$ cat src/rtl/tlc_pkg.sv
// Shared types and helpers for the N-phase traffic-light controller.
package tlc_pkg;

  typedef enum logic [2:0] {
    ST_ALLRED = 3'd0,
    ST_GREEN  = 3'd1,
    ST_YELLOW = 3'd2,
    ST_WALK   = 3'd3,
    ST_NIGHT  = 3'd4
  } tlc_state_e;

  localparam int MAX_NPH = 8;
  localparam logic [MAX_NPH-1:0] LAMPS_ON  = '1;
  localparam logic [MAX_NPH-1:0] LAMPS_OFF = '0;

  // Index width for n items; never narrower than one bit.
  function automatic int idx_w(input int n);
    return (n <= 2) ? 1 : $clog2(n);
  endfunction

endpackage

$ cat src/rtl/tlc_tick_gen.sv
// Tick prescaler: one-clock tick every TICK_DIV enabled clocks, restartable on state entry.
module tlc_tick_gen
  import tlc_pkg::*;
#(
  parameter int TICK_DIV = 2
) (
  input  logic clk,
  input  logic rst,
  input  logic en,
  input  logic clr,
  output logic tick
);

  localparam int PW = idx_w(TICK_DIV);

  logic [PW-1:0] pcnt;

  assign tick = en && (pcnt == PW'(TICK_DIV - 1));

  always_ff @(posedge clk) begin
    if (rst || clr)
      pcnt <= '0;
    else if (en)
      pcnt <= tick ? '0 : pcnt + 1'b1;
  end

endmodule

$ cat src/rtl/tlc_phase_ctrl.sv
// N-phase traffic-light controller with walk interval, night flash and freeze.
// Optional lamp-conflict monitor with sticky fault output: define TLC_CONFLICT_MON_EN.
module tlc_phase_ctrl
  import tlc_pkg::*;
#(
  parameter int NPH      = 2,
  parameter int CW       = 12,
  parameter int TICK_DIV = 2,
  parameter int YELLOW_T = 3,
  parameter int ALLRED_T = 1,
  parameter int WALK_T   = 5
) (
  input  logic                   clk,
  input  logic                   rst,
  input  logic                   en,
  input  logic                   night,
  input  logic                   ped_req,
  input  logic [NPH*CW-1:0]      green_time,
  output logic [NPH-1:0]         green,
  output logic [NPH-1:0]         yellow,
  output logic [NPH-1:0]         red,
  output logic                   walk,
  output logic [idx_w(NPH)-1:0]  phase_idx,
  output logic                   tick
`ifdef TLC_CONFLICT_MON_EN
  ,
  output logic                   fault
`endif
);

  localparam int PW = idx_w(NPH);

  tlc_state_e    state, state_d;
  logic [PW-1:0] phase_d, phase_nxt;
  logic [CW-1:0] cnt, cnt_d, gt_nxt, green_ld;
  logic          enter;
  logic          night_lit;
  logic          ped_pend;

  tlc_tick_gen #(.TICK_DIV(TICK_DIV)) u_tick (
    .clk  (clk),
    .rst  (rst),
    .en   (en),
    .clr  (enter),
    .tick (tick)
  );

  assign phase_nxt = (phase_idx == PW'(NPH - 1)) ? '0 : phase_idx + 1'b1;
  assign gt_nxt    = green_time[int'(phase_nxt)*CW +: CW];
  // A zero green time still gets one tick.
  assign green_ld  = (gt_nxt == '0) ? '0 : gt_nxt - 1'b1;

  always_comb begin
    state_d = state;
    phase_d = phase_idx;
    cnt_d   = cnt;
    enter   = 1'b0;
    if (night) begin
      if (state != ST_NIGHT) begin
        state_d = ST_NIGHT;
        cnt_d   = '0;
        enter   = 1'b1;
      end
    end else if (en) begin
      if (state == ST_NIGHT) begin
        // Restart the rotation so phase 0 is served first.
        state_d = ST_ALLRED;
        phase_d = PW'(NPH - 1);
        cnt_d   = CW'(ALLRED_T - 1);
        enter   = 1'b1;
      end else if (tick) begin
        if (cnt != '0) begin
          cnt_d = cnt - 1'b1;
        end else begin
          enter = 1'b1;
          case (state)
            ST_GREEN: begin
              state_d = ST_YELLOW;
              cnt_d   = CW'(YELLOW_T - 1);
            end
            ST_YELLOW: begin
              state_d = ST_ALLRED;
              cnt_d   = CW'(ALLRED_T - 1);
            end
            ST_ALLRED: begin
              if (ped_pend) begin
                state_d = ST_WALK;
                cnt_d   = CW'(WALK_T - 1);
              end else begin
                state_d = ST_GREEN;
                phase_d = phase_nxt;
                cnt_d   = green_ld;
              end
            end
            ST_WALK: begin
              state_d = ST_GREEN;
              phase_d = phase_nxt;
              cnt_d   = green_ld;
            end
            default: begin
              state_d = ST_ALLRED;
              cnt_d   = CW'(ALLRED_T - 1);
            end
          endcase
        end
      end
    end
  end

  always_ff @(posedge clk) begin
    if (rst) begin
      state     <= ST_ALLRED;
      phase_idx <= PW'(NPH - 1);
      cnt       <= CW'(ALLRED_T - 1);
      night_lit <= 1'b0;
      ped_pend  <= 1'b0;
    end else begin
      state     <= state_d;
      phase_idx <= phase_d;
      cnt       <= cnt_d;
      if (enter && state_d == ST_NIGHT)
        night_lit <= 1'b1;
      else if (state == ST_NIGHT && tick)
        night_lit <= ~night_lit;
      // A request arriving on the WALK entry clock re-arms for the next round.
      if (night)
        ped_pend <= 1'b0;
      else if (ped_req)
        ped_pend <= 1'b1;
      else if (enter && state_d == ST_WALK)
        ped_pend <= 1'b0;
    end
  end

  logic [NPH-1:0] g_raw, y_raw, r_raw;
  logic           w_raw;

  for (genvar i = 0; i < NPH; i++) begin : g_lamp
    assign g_raw[i] = (state == ST_GREEN) && (phase_idx == PW'(i));
    assign y_raw[i] = (state == ST_NIGHT) ? night_lit
                                          : ((state == ST_YELLOW) && (phase_idx == PW'(i)));
    assign r_raw[i] = (state != ST_NIGHT) && !g_raw[i] && !y_raw[i];
  end
  assign w_raw = (state == ST_WALK);

`ifdef TLC_CONFLICT_MON_EN
  logic conflict;

  assign conflict = (state != ST_NIGHT) &&
                    (($countones(g_raw | y_raw) > 1) || (w_raw && |(g_raw | y_raw)));

  always_ff @(posedge clk) begin
    if (rst)
      fault <= 1'b0;
    else if (conflict)
      fault <= 1'b1;
  end

  assign green  = fault ? LAMPS_OFF[NPH-1:0] : g_raw;
  assign yellow = fault ? LAMPS_OFF[NPH-1:0] : y_raw;
  assign red    = fault ? LAMPS_ON[NPH-1:0]  : r_raw;
  assign walk   = fault ? 1'b0 : w_raw;
`else
  assign green  = g_raw;
  assign yellow = y_raw;
  assign red    = r_raw;
  assign walk   = w_raw;
`endif

endmodule

$ cat config.mk
export PLATFORM = sky130hd
export DESIGN_NAME = tlc_phase_ctrl
export DESIGN_NICKNAME = d
export VERILOG_FILES = /design/src/rtl/tlc_pkg.sv /design/src/rtl/tlc_tick_gen.sv /design/src/rtl/tlc_phase_ctrl.sv
export SDC_FILE = /design/constraint.sdc
export NUM_CORES = 1
export LEC_CHECK = 0
export CELL_PAD_IN_SITES_DETAIL_PLACEMENT = 0
export CELL_PAD_IN_SITES_GLOBAL_PLACEMENT = 1
export CORE_MARGIN = 10
export CORE_UTILIZATION = 40
export CTS_BUF_LIST = sky130_fd_sc_hd__clkbuf_4 sky130_fd_sc_hd__clkbuf_8 sky130_fd_sc_hd__clkbuf_16
export CTS_CLUSTER_SIZE = 24
export DETAILED_ROUTE_END_ITERATION = 6
export PLACE_DENSITY_LB_ADDON = 0.1
export RECOVER_POWER = 100
export SYNTH_ARGS = -nofsm -noshare
export SYNTH_HDL_FRONTEND = slang
export SYNTH_SLANG_ARGS = --single-unit
export TNS_END_PERCENT = 1
$ cat constraint.sdc
create_clock -name clk -period 4.9 [get_ports clk]
set_input_delay 1.47 -clock clk [delete_from_list [all_inputs] [get_ports clk]]
set_output_delay 1.47 -clock clk [all_outputs]
set_load 0.05 [all_outputs]
# Word level (Yosys, flattened, before mapping)
# Cells that the tools add are included.
# word_totals
elab_cells,90
out_inout_bits,9
register_bits,19
in_bits,29
# classes
n_bitwise,3
addsub,4
n_eq_ne,10
n_shift,1
muxes,36
reduce_logical,29
n_mul,1
# ops
operator,n
12-bit 2-to-1 mux,8
12-bit case mux with 3 select lines,1
24-bit by 6-bit indexed part select with 12-bit output,1
"12-bit by 1-bit subtractor with 12-bit output, second input constant",2
1-bit 2-to-1 mux,18
3-bit 2-to-1 mux,6
1-bit logical AND,12
12-bit logical NOT,1
12-bit nonzero test,1
"3-bit by 2-bit equality test with 1-bit output, second input constant",3
2-bit nonzero test,4
"3-bit equality test, second input constant",2
"3-bit != test, second input constant",2
2-bit case mux with 3 select lines,1
6-bit AND reduction,1
3-bit nonzero test,2
1-bit logical NOT,4
"3-bit by 1-bit equality test with 1-bit output, second input constant",1
3-bit logical NOT,1
"1-bit by 2-bit multiplier with 3-bit output, second input constant",1
1-bit NOT,3
3-bit AND reduction,1
"1-bit adder, second input constant",2
2-bit 2-to-1 mux,1
other kinds (5),5

# Longest topological paths before layout
# depth
depth_word,13
ltp_mapped,11
depth_no_buf,7

# Hierarchy
# From an unflattened synthesis, not the netlist that was laid out.
# unflattened
cells_unflattened,239
hier_area_um2,1911.8
# by_module_without_submodules
mod,cells_per_inst,area_each_um2,seq_area_each_um2,instances
tlc_phase_ctrl,235,1865.5,360.3,1
tlc_tick_gen,4,46.3,20.0,1

# Worst setup path after synthesis
# OpenSTA, ideal clock, no wires.
# synth_timing
kind,register to output
start,register phase_idx
end,output yellow[1]
slack_ps,672
arrival_time_ps,2758
stages_incl_launch_ff,7
required_time_ps,3430
path_buffers,4
path_cell_list,dfxtp_1 clkbuf_1 buf_2 buf_1 clkbuf_1 nand3b_1 a21oi_1
# synth_between
elab_chain_cells,2
# synth_rtl
element,line_no,rtl
"start, declared",tlc_phase_ctrl.sv:23,"output logic [idx_w(NPH)-1:0] phase_idx,"
"start signal, assigned",tlc_phase_ctrl.sv:113,phase_idx <= PW'(NPH - 1);
"start signal, assigned",tlc_phase_ctrl.sv:119,phase_idx <= phase_d;
1-bit logical AND,tlc_phase_ctrl.sv:141,: ((state == ST_YELLOW) && (phase_idx == PW'(i)));
1-bit 2-to-1 mux,tlc_phase_ctrl.sv:140,assign y_raw[i] = (state == ST_NIGHT) ? night_lit
"end, declared",tlc_phase_ctrl.sv:20,"output logic [NPH-1:0] yellow,"
# Every way passes these cells.

# Worst setup path in the final report
# layout_timing
start,input en
end,output tick
# layout_between
elab_chain_cells,1
# layout_rtl
element,line_no,rtl
"start, declared",tlc_phase_ctrl.sv:15,"input logic en,"
1-bit logical AND,tlc_tick_gen.sv:18,assign tick = en && (pcnt == PW'(TICK_DIV - 1));
"end, declared",tlc_phase_ctrl.sv:24,output logic tick
# Every way passes these cells.

==> results.py <==
metrics = {
    "cts": {
        "clk_pin_slew_ps": 70,
        "cts_setup_buffers": 0,
        "numCtsBuffers": 3,
        "clock-sinks": 19,
        "cts_tree": "done",
        "postCtsResizedCells": 0,
        "hold_buffers": 0,
        "cts_max_level": 1,
        "cts_root_buf": "clkbuf_8",
        "clkLatencyLatePin_ps": 270,
        "cts_max_path_buffers": 2,
    },
    "sta": {
        "skew_ps": 1.80,
        "holdWs_ps": 502,
        "worst_slew_pin_slew_ps": 856,
        "fin_crit_sh_pct": 89.1,
        "timing.slew.headroom_pct": 42.5,
        "setup_viol": 0,
        "period_needed_ps": 4370,
        "clock.fmax_mhz": 229,
        "setup_slack_ps": 533,
        "slew_violations": 0,
        "hold_violations": 0,
        "setup_tns_ps": 0,
        "rsz0062_at_grt": "false",
    },
    "yosys": {
        "synthDistinctLibCells": 56,
        "synth_edf_count": 0,
        "ys_seq_area_share_pct": 20.4,
        "synth_warnings": 0,
        "synthTopCellsByCount": "nor2_1, dfxtp_1, a21oi_1",
        "yosys.area.top_type": "dfxtp_1",
        "synth_top_area_share_pct": 20.4,
        "synthCells": 245,
        "ys_async_sr_fraction_pct": 0,
        "synth.most_common_cell": "nor2_1",
        "synth_area_leaders": "dfxtp_1, mux2i_1, a211oi_1",
        "avgSynthCellArea_um2": 7.62,
        "ys_ff_latch": 19,
        "netlist_area_um2": 1870,
        "ys.flop_type": "dfxtp_1",
        "syn_nets": 278,
    },
    "placed_design": {
        "gp_congestion": 0.847,
        "pre_cts_ws_ps": 874,
        "port_buffers": 37,
        "post-place-cells": 321,
        "dp_hpwl_um": 4440,
    },
    "critical_path": {
        "r2r_start": "cnt[4]",
        "cp_max_fo": 7,
        "arrival_ps": 2900,
        "required_ps": 3430,
        "path_class": "in -> out",
        "cp_slowest_cell": "dlygate4sd3_1",
        "rr_worst_depth": 5,
        "cp_top_family": "buffers and inverters",
        "cp.buffers_inverters": 3,
        "r2r-end": "state[1]",
        "crit_chain": "dlygate4sd3_1, nand2_1, inv_1, clkbuf_1",
        "start_kind": "primary input",
        "crit_path_max_incr_delay_ps": 590,
        "cp-end-kind": "primary output",
        "reg2reg_slack_ps": 2050,
    },
    "drt": {
        "drt-pass1-iter-count": 4,
        "wire_per_inst_um": 17.2,
        "routed_wl_um": 5580,
        "ant_nets": 0,
        "vias": 1956,
        "drc": 0,
        "post_drt_via_cell_ratio": 6.02,
        "drt_iter0_drc": 164,
    },
    "worst_hold_path": {
        "hold_end": "cnt[9]",
        "hp-class": "reg -> reg",
        "hold_path_depth": 1,
        "worstHoldStart": "cnt[9]",
    },
    "die": {
        "core.rowCount": 24,
        "io_pins": 38,
        "start_util_pct": 42.0,
        "die_w_um": 88.3,
        "fp.coreArea_um2": 4440,
        "die_h_um": 88.3,
        "die_area_um2": 7800,
    },
    "grt": {
        "overflow": 0,
        "grt_first_pass_wirelength_um": 9380,
        "track_usage_pct": 14.9,
        "grt_pass1_vias": 1875,
        "grt_max_degree": 32,
        "antenna_found_initial": 0,
    },
    "finish": {
        "area_growth_pct": 22.8,
        "final_nets": 307,
        "fin_cells": 325,
        "drive_gt1_share_pct": 9.16,
        "n_antenna_cell": 0,
    },
    "flow_run": {
        "maxCapViolCount": 0,
    },
    "power": {
        "p_leak_nw": 0.853,
        "power.density_nw_per_um2": 184,
        "ir_drop_v": 0.0000807,
    },
    "run_status": {
        "status": "finished, final reports clean",
    },
}
==> worst reg2reg max path, stage by stage, from the launching register on <==
cell      delay, ps
dfxtp_1         340
or4_1           690
nor4_4          770
nand2_1         240
or4_1           500
a211oi_1        220
==> flip-flops by register name (all words and copies together), names as in the netlist <==
signal / flops
cnt: 12
state: 3
night_lit: 1
ped_pend: 1
phase_idx: 1
u_tick.pcnt: 1
==> report_power, final <==
group,switching (W),total [W],internal (W)
logic,0.0000759,0.000135,0.0000593
registers,0.00000712,0.000166,0.000158
clock network,0.0000583,0.000122,0.0000636
total,0.000141,0.000423,0.000281
==> cell type report <==
type,count,area [um2]
well taps,52,65.1
fillers,458,2150
clock buffers,4,48.8
multi-input cells,203,1390
repair buffers,40,387
inverters,7,26.3
flip-flops and latches,19,380
==> worst max-delay path by stage <==
stage / endpoint / slack, ps / startpoint / depth (start not counted)
after floorplan: yellow[1] / 670 / phase_idx / 6
after global placement: tick / 890 / en / 4
after detailed placement: tick / 870 / en / 4
after CTS: tick / 870 / en / 4
after global routing: tick / 450 / en / 4
final: tick / 530 / en / 4
==> cell usage in the layout (no fill, tap or decap), types with 3 or more instances in the layout <==
| master | n |
|---|---|
| nor4_1 | 3 |
| buf_4 | 3 |
| clkbuf_8 | 3 |
| xor2_1 | 4 |
| or2_2 | 3 |
| nand2b_1 | 5 |
| nand3b_1 | 5 |
| nor3_1 | 13 |
| o21ai_0 | 12 |
| nand3_1 | 7 |
| nand2_1 | 15 |
| dlygate4sd3_1 | 12 |
| o32ai_1 | 3 |
| a2bb2oi_1 | 3 |
| nand4_1 | 4 |
| a2111oi_0 | 3 |
| or3_1 | 3 |
| a21oi_1 | 16 |
| mux2i_1 | 12 |
| inv_1 | 7 |
| o211ai_1 | 3 |
| ha_1 | 4 |
| dfxtp_1 | 19 |
| a211oi_1 | 11 |
| nor3b_1 | 8 |
| clkdlybuf4s50_1 | 24 |
| xnor2_1 | 4 |
| or4_1 | 7 |
| o31ai_1 | 3 |
| nor2_1 | 20 |
==> per-stage QoR <==
step	power (W)	util [%]	instance area [um2]
floorplan	0.000252	-	1870
global placement	0.000307	50.8	2260
detailed placement	0.000306	50.8	2260
CTS	0.000426	51.9	2310
global route	0.000441	51.6	2290
finish	0.000423	51.6	2290
==> metal layers <==
metal	global-route usage, %	vias up	wire length [um]
met3	2.76	5	223
met1	19.0	908	2750
met5	0	-	0
li1	-	1001	-
met2	24.4	42	2530
met4	4.99	0	71
==> kinds of logic (layout without fill, tap and decap cells) <==
kind of cell,count (synthesis),after routing,share of synthesized area (%)
simple gates,109,109,34.4
buf+inv,23,51,4.89
mux,14,14,7.64
fa+ha+maj,4,4,2.68
xor+xnor,8,8,3.75
compound gates,68,68,26.3
flops,19,19,20.4
(Power assumes the default switching activity.)
